$ cat src/rtl/uart_rx_burst.sv
// RS485 burst receiver: oversampled 8N1 deserialiser that writes each good byte
// into page-addressed frame memory and flags completion after BYTES bytes.
module uart_rx_burst #(
   parameter int BYTES     = 4,
   parameter int OVS       = 8,
   parameter int TIMEOUT   = 64,
   parameter int STRIDE_SH = 2
) (
   input  logic       clk,
   input  logic       reset,
   input  logic       en,
   input  logic       rx,
   input  logic [5:0] page,
   output logic [7:0] wdata,
   output logic [8:0] waddr,
   output logic       we,
   output logic       done,
   output logic       ferr,
   output logic       tout
);

   localparam int IW = (BYTES > 1) ? $clog2(BYTES) : 1;
   localparam int TW = $clog2(OVS);
   localparam int CW = (TIMEOUT > 2) ? $clog2(TIMEOUT) : 1;
   localparam logic [IW-1:0] LAST_IDX = IW'(BYTES - 1);
   localparam logic [TW-1:0] HALF_T   = TW'(OVS / 2 - 1);
   localparam logic [TW-1:0] FULL_T   = TW'(OVS - 1);
   localparam logic [CW-1:0] IDLE_MAX = CW'(TIMEOUT - 1);

   typedef enum logic [2:0] {S_IDLE, S_START, S_DATA, S_STOP, S_DONE} state_t;

   state_t        r_state;
   logic          r_rx_meta, r_rx_s, r_en_meta, r_en_s;
   logic [IW-1:0] r_idx;
   logic [TW-1:0] r_tick;
   logic [2:0]    r_bit;
   logic [CW-1:0] r_idle;
   logic          r_armed;
   logic [7:0]    r_shift;
   logic [7:0]    r_wdata;
   logic [8:0]    r_waddr;
   logic          r_we, r_done, r_ferr, r_tout;
   logic [8:0]    w_addr;

   // Page is taken at the write cycle, so a page change mid-packet moves later bytes.
   assign w_addr = 9'(r_idx) + (9'(page) << STRIDE_SH);

   always_ff @(posedge clk or negedge reset) begin
      if (!reset) begin
         r_rx_meta <= 1'b1;
         r_rx_s    <= 1'b1;
         r_en_meta <= 1'b0;
         r_en_s    <= 1'b0;
      end else begin
         r_rx_meta <= rx;
         r_rx_s    <= r_rx_meta;
         r_en_meta <= en;
         r_en_s    <= r_en_meta;
      end
   end

   always_ff @(posedge clk or negedge reset) begin
      if (!reset) begin
         r_state <= S_IDLE;
         r_idx   <= '0;
         r_tick  <= '0;
         r_bit   <= '0;
         r_idle  <= '0;
         r_armed <= 1'b0;
         r_shift <= '0;
         r_wdata <= '0;
         r_waddr <= '0;
         r_we    <= 1'b0;
         r_done  <= 1'b0;
         r_ferr  <= 1'b0;
         r_tout  <= 1'b0;
      end else begin
         r_we   <= 1'b0;
         r_ferr <= 1'b0;
         r_tout <= 1'b0;
         if (!r_en_s) begin
            r_state <= S_IDLE;
            r_idx   <= '0;
            r_done  <= 1'b0;
            r_tick  <= '0;
            r_bit   <= '0;
            r_idle  <= '0;
            r_armed <= 1'b0;
         end else begin
            case (r_state)
               S_IDLE: begin
                  // A start bit only counts once the line has been seen idle high.
                  if (r_rx_s) r_armed <= 1'b1;
                  if (!r_rx_s && r_armed) begin
                     r_state <= S_START;
                     r_tick  <= '0;
                     r_idle  <= '0;
                  end else if (r_idx != '0) begin
                     if (r_idle == IDLE_MAX) begin
                        r_idx  <= '0;
                        r_tout <= 1'b1;
                        r_idle <= '0;
                     end else begin
                        r_idle <= r_idle + 1'b1;
                     end
                  end else begin
                     r_idle <= '0;
                  end
               end
               S_START: begin
                  if (r_tick == HALF_T) begin
                     r_tick <= '0;
                     if (!r_rx_s) begin
                        r_state <= S_DATA;
                        r_bit   <= '0;
                     end else begin
                        r_state <= S_IDLE;
                        r_armed <= 1'b0;
                     end
                  end else begin
                     r_tick <= r_tick + 1'b1;
                  end
               end
               S_DATA: begin
                  if (r_tick == FULL_T) begin
                     r_shift[r_bit] <= r_rx_s;
                     r_tick         <= '0;
                     if (r_bit == 3'd7) begin
                        r_state <= S_STOP;
                        r_bit   <= '0;
                     end else begin
                        r_bit <= r_bit + 1'b1;
                     end
                  end else begin
                     r_tick <= r_tick + 1'b1;
                  end
               end
               S_STOP: begin
                  if (r_tick == FULL_T) begin
                     r_tick <= '0;
                     if (r_rx_s) begin
                        r_we    <= 1'b1;
                        r_wdata <= r_shift;
                        r_waddr <= w_addr;
                        if (r_idx == LAST_IDX) begin
                           r_idx   <= '0;
                           r_done  <= 1'b1;
                           r_state <= S_DONE;
                        end else begin
                           r_idx   <= r_idx + 1'b1;
                           r_state <= S_IDLE;
                        end
                     end else begin
                        r_ferr  <= 1'b1;
                        r_armed <= 1'b0;
                        r_state <= S_IDLE;
                     end
                  end else begin
                     r_tick <= r_tick + 1'b1;
                  end
               end
               S_DONE:  r_done  <= 1'b1;
               default: r_state <= S_IDLE;
            endcase
         end
      end
   end

   assign wdata = r_wdata;
   assign waddr = r_waddr;
   assign we    = r_we;
   assign done  = r_done;
   assign ferr  = r_ferr;
   assign tout  = r_tout;

endmodule

$ cat config.mk
export PLATFORM = sky130hd
export DESIGN_NAME = uart_rx_burst
export DESIGN_NICKNAME = d
export VERILOG_FILES = /design/src/rtl/uart_rx_burst.sv
export SDC_FILE = /design/constraint.sdc
export NUM_CORES = 1
export LEC_CHECK = 0
export CELL_PAD_IN_SITES_DETAIL_PLACEMENT = 1
export CELL_PAD_IN_SITES_GLOBAL_PLACEMENT = 1
export CORE_AREA = 8 8 88 90
export DETAILED_ROUTE_END_ITERATION = 7
export DIE_AREA = 0 0 96 98
export PLACE_DENSITY = 0.81
export SLEW_MARGIN = 20
export SYNTH_ARGS = -nofsm -noshare
export SYNTH_HDL_FRONTEND = slang
export SYNTH_SLANG_ARGS = --single-unit
$ cat constraint.sdc
create_clock -name clk -period 1.79 [get_ports clk]
set_clock_uncertainty 0.05 [all_clocks]
set_input_delay 0.358 -clock clk [delete_from_list [all_inputs] [get_ports clk]]
set_output_delay 0.358 -clock clk [all_outputs]
set_load 0.01 [all_outputs]
; Word-level counts from Yosys, hierarchy flattened
; Index checks and enable logic that the tools add are counted.
[op_classes]
addsub = 5
order_cmp = 2
n_eq_ne = 30
mux = 62
n_reduce_logical = 14
[op_table]
columns = operator, n
row1 = two-way mux 3 bit, 17
row2 = "inequality test 3 bit, second input constant", 14
row3 = two-way mux 6 bit, 5
row4 = two-way mux 1 bit, 24
row5 = AND reduction 6 bit, 3
row6 = two-way mux 2 bit, 8
row7 = case mux 3 bit (5 select lines), 1
row8 = AND reduction 4 bit, 3
row9 = adder 2 x 8 -> 9 bit, 1
row10 = "== test 3 x 2 -> 1 bit, second input constant", 3
row11 = "== test 3 bit, second input constant", 3
row12 = "inequality test 3 x 1 -> 1 bit, second input constant", 3
row13 = case mux 3 bit (3 select lines), 1
row14 = bitwise mux 8 bit, 1
row15 = "adder 3 x 1 -> 3 bit, second input constant", 2
row16 = "adder 6 x 1 -> 6 bit, second input constant", 1
row17 = "== test 6 bit, second input constant", 1
row18 = case mux 3 bit (2 select lines), 1
row19 = "less-than comparator 3 x 4 -> 1 bit, second input constant", 1
row20 = "inequality test 4 x 1 -> 1 bit, second input constant", 1
row21 = "inequality test 4 x 2 -> 1 bit, second input constant", 1
row22 = case mux 2 bit (2 select lines), 1
row23 = demux 1 bit (select 3 bit), 1
row24 = "== test 3 x 1 -> 1 bit, second input constant", 1
row25 = other kinds (14), 15
[totals]
regBits = 51
out_inout_bits = 21
elab_cells = 130

; Depth between registers and ports, before layout
[logic_depth]
word_depth = 6
ltp_mapped = 6
ltp_nobuf = 6

; Worst setup path after synthesis
; Ideal clock, no wire load.
[synth_timing]
path_kind = flip-flop to flip-flop
start = register r_tick[0]
end = register r_waddr[2] (netlist: waddr[2])
arrival_ns = 1.690
t_required_ns = 1.615
slack_ns = -0.075
path_stages_with_launch = 7
path_buffers = 1
synth_period_minus_slack_ns = 1.865
path_cell_list = dfrtp_1 > ha_1 > ha_1 > nand2_1 > nor2_2 > buf_6 > mux2_2
[synth_between]
elab_chain_cells = 2
[synth_rtl]
columns = item, line
row1 = start: declaration, 35  ; logic [TW-1:0] r_tick;
row2 = start signal: assignment, 121  ; r_tick <= r_tick + 1'b1;
row3 = start signal: assignment, 135  ; r_tick <= r_tick + 1'b1;
row4 = start signal: assignment, 159  ; r_tick <= r_tick + 1'b1;
row5 = == test 3 bit, 139  ; if (r_tick == FULL_T) begin
row6 = AND reduction 4 bit (no source line), -
row7 = end signal: assignment, 144  ; r_waddr <= w_addr;
row8 = end: declaration, 41  ; logic [8:0] r_waddr;
; No other way between the ends.
; A chain may end at the register's enable or synchronous reset.

; Worst setup path in the final report
[layout_timing]
start = register r_idx[0]
end = register r_idx[0]
[layout_between]
elab_chain_cells = 6
[layout_rtl]
columns = item, line
row1 = start: declaration, 34  ; logic [IW-1:0] r_idx;
row2 = start signal: assignment, 150  ; r_idx <= r_idx + 1'b1;
row3 = adder 2 x 1 -> 2 bit or == test 2 bit (tied branches), "150, 145"
row4 = two-way mux 2 bit, 145  ; if (r_idx == LAST_IDX) begin
row5 = two-way mux 2 bit, 141  ; if (r_rx_s) begin
row6 = two-way mux 2 bit, 139
row7 = case mux 2 bit (2 select lines), 90  ; case (r_state)
row8 = two-way mux 2 bit, 81  ; if (!r_en_s) begin
; Several ways; a longest one is shown, not always the timed one. The select of a mux whose other input is x is not followed.

==> impl_results.md <==
- Portion of the post-synthesis area used by sequential elements: 52.1%
- Net count after synthesis: 236
- Power density relative to cell area: 632 nW/um^2
- Average instance area after synthesis: 11.2 um^2
- Max cap viols: 0
- Type of the worst setup path: reg2reg
- Number of I/O pins: 31
- Drt initial violations: 65
- Int Pwr: 1.53 mW
- Portion of the clock cycle consumed by the worst path in the final layout: 101%
- Antenna violations before repair: 0
- Endpoint required time on the critical path: 1.95 ns
- Maximum number of pins on one net before global-route repair: 51
- Number of buffers added by the clock tree synthesis step: 5
- Sw Pwr: 573 uW
- Switching share of power: 27.2%
- Clock share of power: about a third
- Mapped Area: 2410 um^2
- Worst endpoint data arrival time: 1.97 ns
- CTS Root Buffer Type: clkbuf_8
- Clock Pin Slew Worst Setup and Hold Paths: 0.11 ns
- Peak supply drop: 0.334 mV
- Drt total wl: ~6.7 mm
- Filler-free cell count of the finished design: between 300 and 400
- Crit path max fanout: 2
- Count of nets left with antenna violations after detail routing: 0
- Skew-Pair Late Insertion Delay: 0.32 ns
- Leading area contributor after synthesis: dfrtp_1
- Flop and latch count out of synthesis: 50
- FFs w/ async S/R, synth: 100%
- Count of input and output buffers: 29
- Time the worst path needs with I/O delays and setup: 1.81 ns
- Die Outline Area: 9410 um^2
- Total power: 2.10 mW
- Distinct cells, synth: 47
- Most frequent cell after synthesis: dfrtp_1
- Most numerous cell types in the synthesized netlist: dfrtp_1 (48), mux2_2 (24), nand2_1 (19)
- Number of flops mapped to enable cells by yosys: 0
- Final hold vios: 0
- Share of total power in combinational logic: 10.2%
- Setup ws final: -0.0187 ns
- Overall Global Routing Usage: 13.1%
- Static leakage: 1.45 nW
- Primary FF master, synth: dfrtp_1
- Via count of the first global-routing pass: 1895
- HPWL reported at the end of detailed placement: 4.09 mm
- Share of cells above drive strength 1: 33.9%
- Grt total ovfl: 0
- Row count: 30
- CTS max path bufs: 2
- Synth warn: 0
- Via-per-instance ratio: ~5.4
- Wirelength per Cell: 18.8 um
- Violations in the final reports: negative setup slack
- Wire length of the first global-routing pass: 9.71 mm
- Instance count of the mapped netlist: roughly 220
- Ranking of synthesized cells by area: dfrtp_1 (50%), mux2_2 (11%), ha_1 (5.2%)
- DP Cell Count: 333
- Die W: 96 um
- Final Slew Violations: 0
- Antenna cells: 0
- H-tree levels: 2
- Nature of the critical path endpoint: flip-flop
- Floorplan Core Area: roughly 6500 um^2
- Die H: 98 um
- Residual DRC: 0
- Area share of the leading cell type in the synthesized netlist: 49.9%
- Clock sink count: 50
- RSZ-0062 raised after global routing: yes
- Via count of the routed design: 1923
- Maximum clock frequency: 0.553 GHz
- Initial cell density of the core: between 30 and 40%
- Number of search-and-repair iterations in the first detailed-routing pass: 4
- Setup Viol. Count Final: 1
- Final core utilization: 51.3%
- Clock tree from TritonCTS: done
- Net count reported at finish: roughly 290
- Seq pwr share: 55.7%
- Placer Congestion: between 0.7 and 0.8
- Outcome: finished, violations left
- Startpoint type of the worst setup path: flip-flop
- Layout area overhead: 38.2%
- Hold WC Path Type: reg2reg
==> path summary, 6_finish.rpt <==
path | startpoint | end | slack, ns | cells after the start
max in group asynchronous | reset | r_rx_meta | 0.93 | 3
worst min-delay path | r_en_meta | r_en_s | 0.31 | 0
worst max register to register | r_idx[0] | r_idx[0] | -0.02 | 6
worst min register to register | r_en_meta | r_en_s | 0.31 | 0
worst max-delay path | r_idx[0] | r_idx[0] | -0.02 | 6
min in group asynchronous | reset | wdata[2] | 0.49 | 3
==> sequential cells by signal, indices dropped and copies added (netlist names) <==
name,count
r_rx_s,1
r_rx_meta,1
r_state,3
waddr,8
done,1
r_en_meta,1
we,1
r_idx,2
ferr,1
r_bit,3
r_tick,3
wdata,8
r_en_s,1
r_armed,1
tout,1
r_shift,8
r_idle,6
==> kinds of logic (layout without fill, tap and decap cells) <==
logic type	count (synthesis)	in the layout	synth area share, %
flip-flops	50	50	52.1
buffers and inverters	19	77	3.53
adder cells (fa/ha/maj)	10	10	5.19
multiplexers	25	25	11.6
other	1	1	0.156
AO/OA/AOI/OAI	42	42	11.8
AND/OR/NAND/NOR	69	69	15.6
==> power groups by stage <==
stage	logic [mW]	clock network, mW	registers [mW]
after floorplan	0.107	0	1.18
after global placement	0.189	0	1.19
after detailed placement	0.195	0	1.19
after CTS	0.201	0.741	1.17
after global routing	0.237	0.784	1.18
final	0.215	0.718	1.17
==> routing by layer <==
layer | GRT usage (%) | vias to the layer above | part of all wire (%)
met5 | 0 | - | 0
met4 | 4.62 | 0 | 1.4
met3 | 3.07 | 9 | 3.6
met2 | 20.1 | 29 | 52
met1 | 17.3 | 990 | 43
li1 | - | 895 | -
==> timing repair <==
| action | in CTS | in global routing |
|---|---|---|
| setup buffers | 1 | 9 |
| cloned | 0 | 2 |
| setup endpoints to repair | 6 | 35 |
| gates resized for setup | 11 | 33 |
| pin swaps | 5 | 10 |
| hold buffers | 1 | 0 |
| hold endpoints to repair | 48 | 0 |
==> stage by stage <==
step / setup WS, ns / hold slack [ns] / instance area [um^2] / TNS, ns
6_report: -0.0187 / 0.307 / 3330 / -0.0187
5_1_grt: -0.0961 / 0.326 / 3330 / -0.992
4_1_cts: -0.0418 / 0.313 / 3070 / -0.0960
3_5_place_dp: -0.143 / 0.291 / 2910 / -0.164
2_1_floorplan: 0.00226 / 0.0124 / 2410 / 0
3_3_place_gp: 0.0321 / 0.282 / 2910 / 0
==> critical path, stage by stage, from the launching register on <==
cell	delay, ns
dfrtp_1	0.38
inv_2	0.06
ha_4	0.16
or4_4	0.42
o32a_1	0.32
a22oi_2	0.22
o22ai_2	0.09
==> final cells by class <==
cell class / count / area, um^2
Multi-Input combinational cell: 147 / 1260
Fill cell: 691 / 3160
Timing Repair Buffer: 61 / 588
Clock buffer: 5 / 68.8
Inverter: 8 / 30.0
Clock inverter: 3 / 28.8
Tap cell: 80 / 100
Sequential cell: 50 / 1260
==> cells in the final DEF (no fill, tap or decap), drive strengths merged, types with 2 or more instances in the layout <==
cell and count:
dfrtp 48, buf 30, clkdlybuf4s50 28, mux2 24, nand2 19, o21ai 14
nand3 11, ha 10, inv 9, a21oi 7, clkbuf 7, a22o 6
nor2 6, nor2b 6, nor3b 5, nand4 4, nor3 4, and2 2
or3 2, o41ai 2, clkinv 2, dfstp 2, o31ai 2
Power figures use the tool's default switching activity.
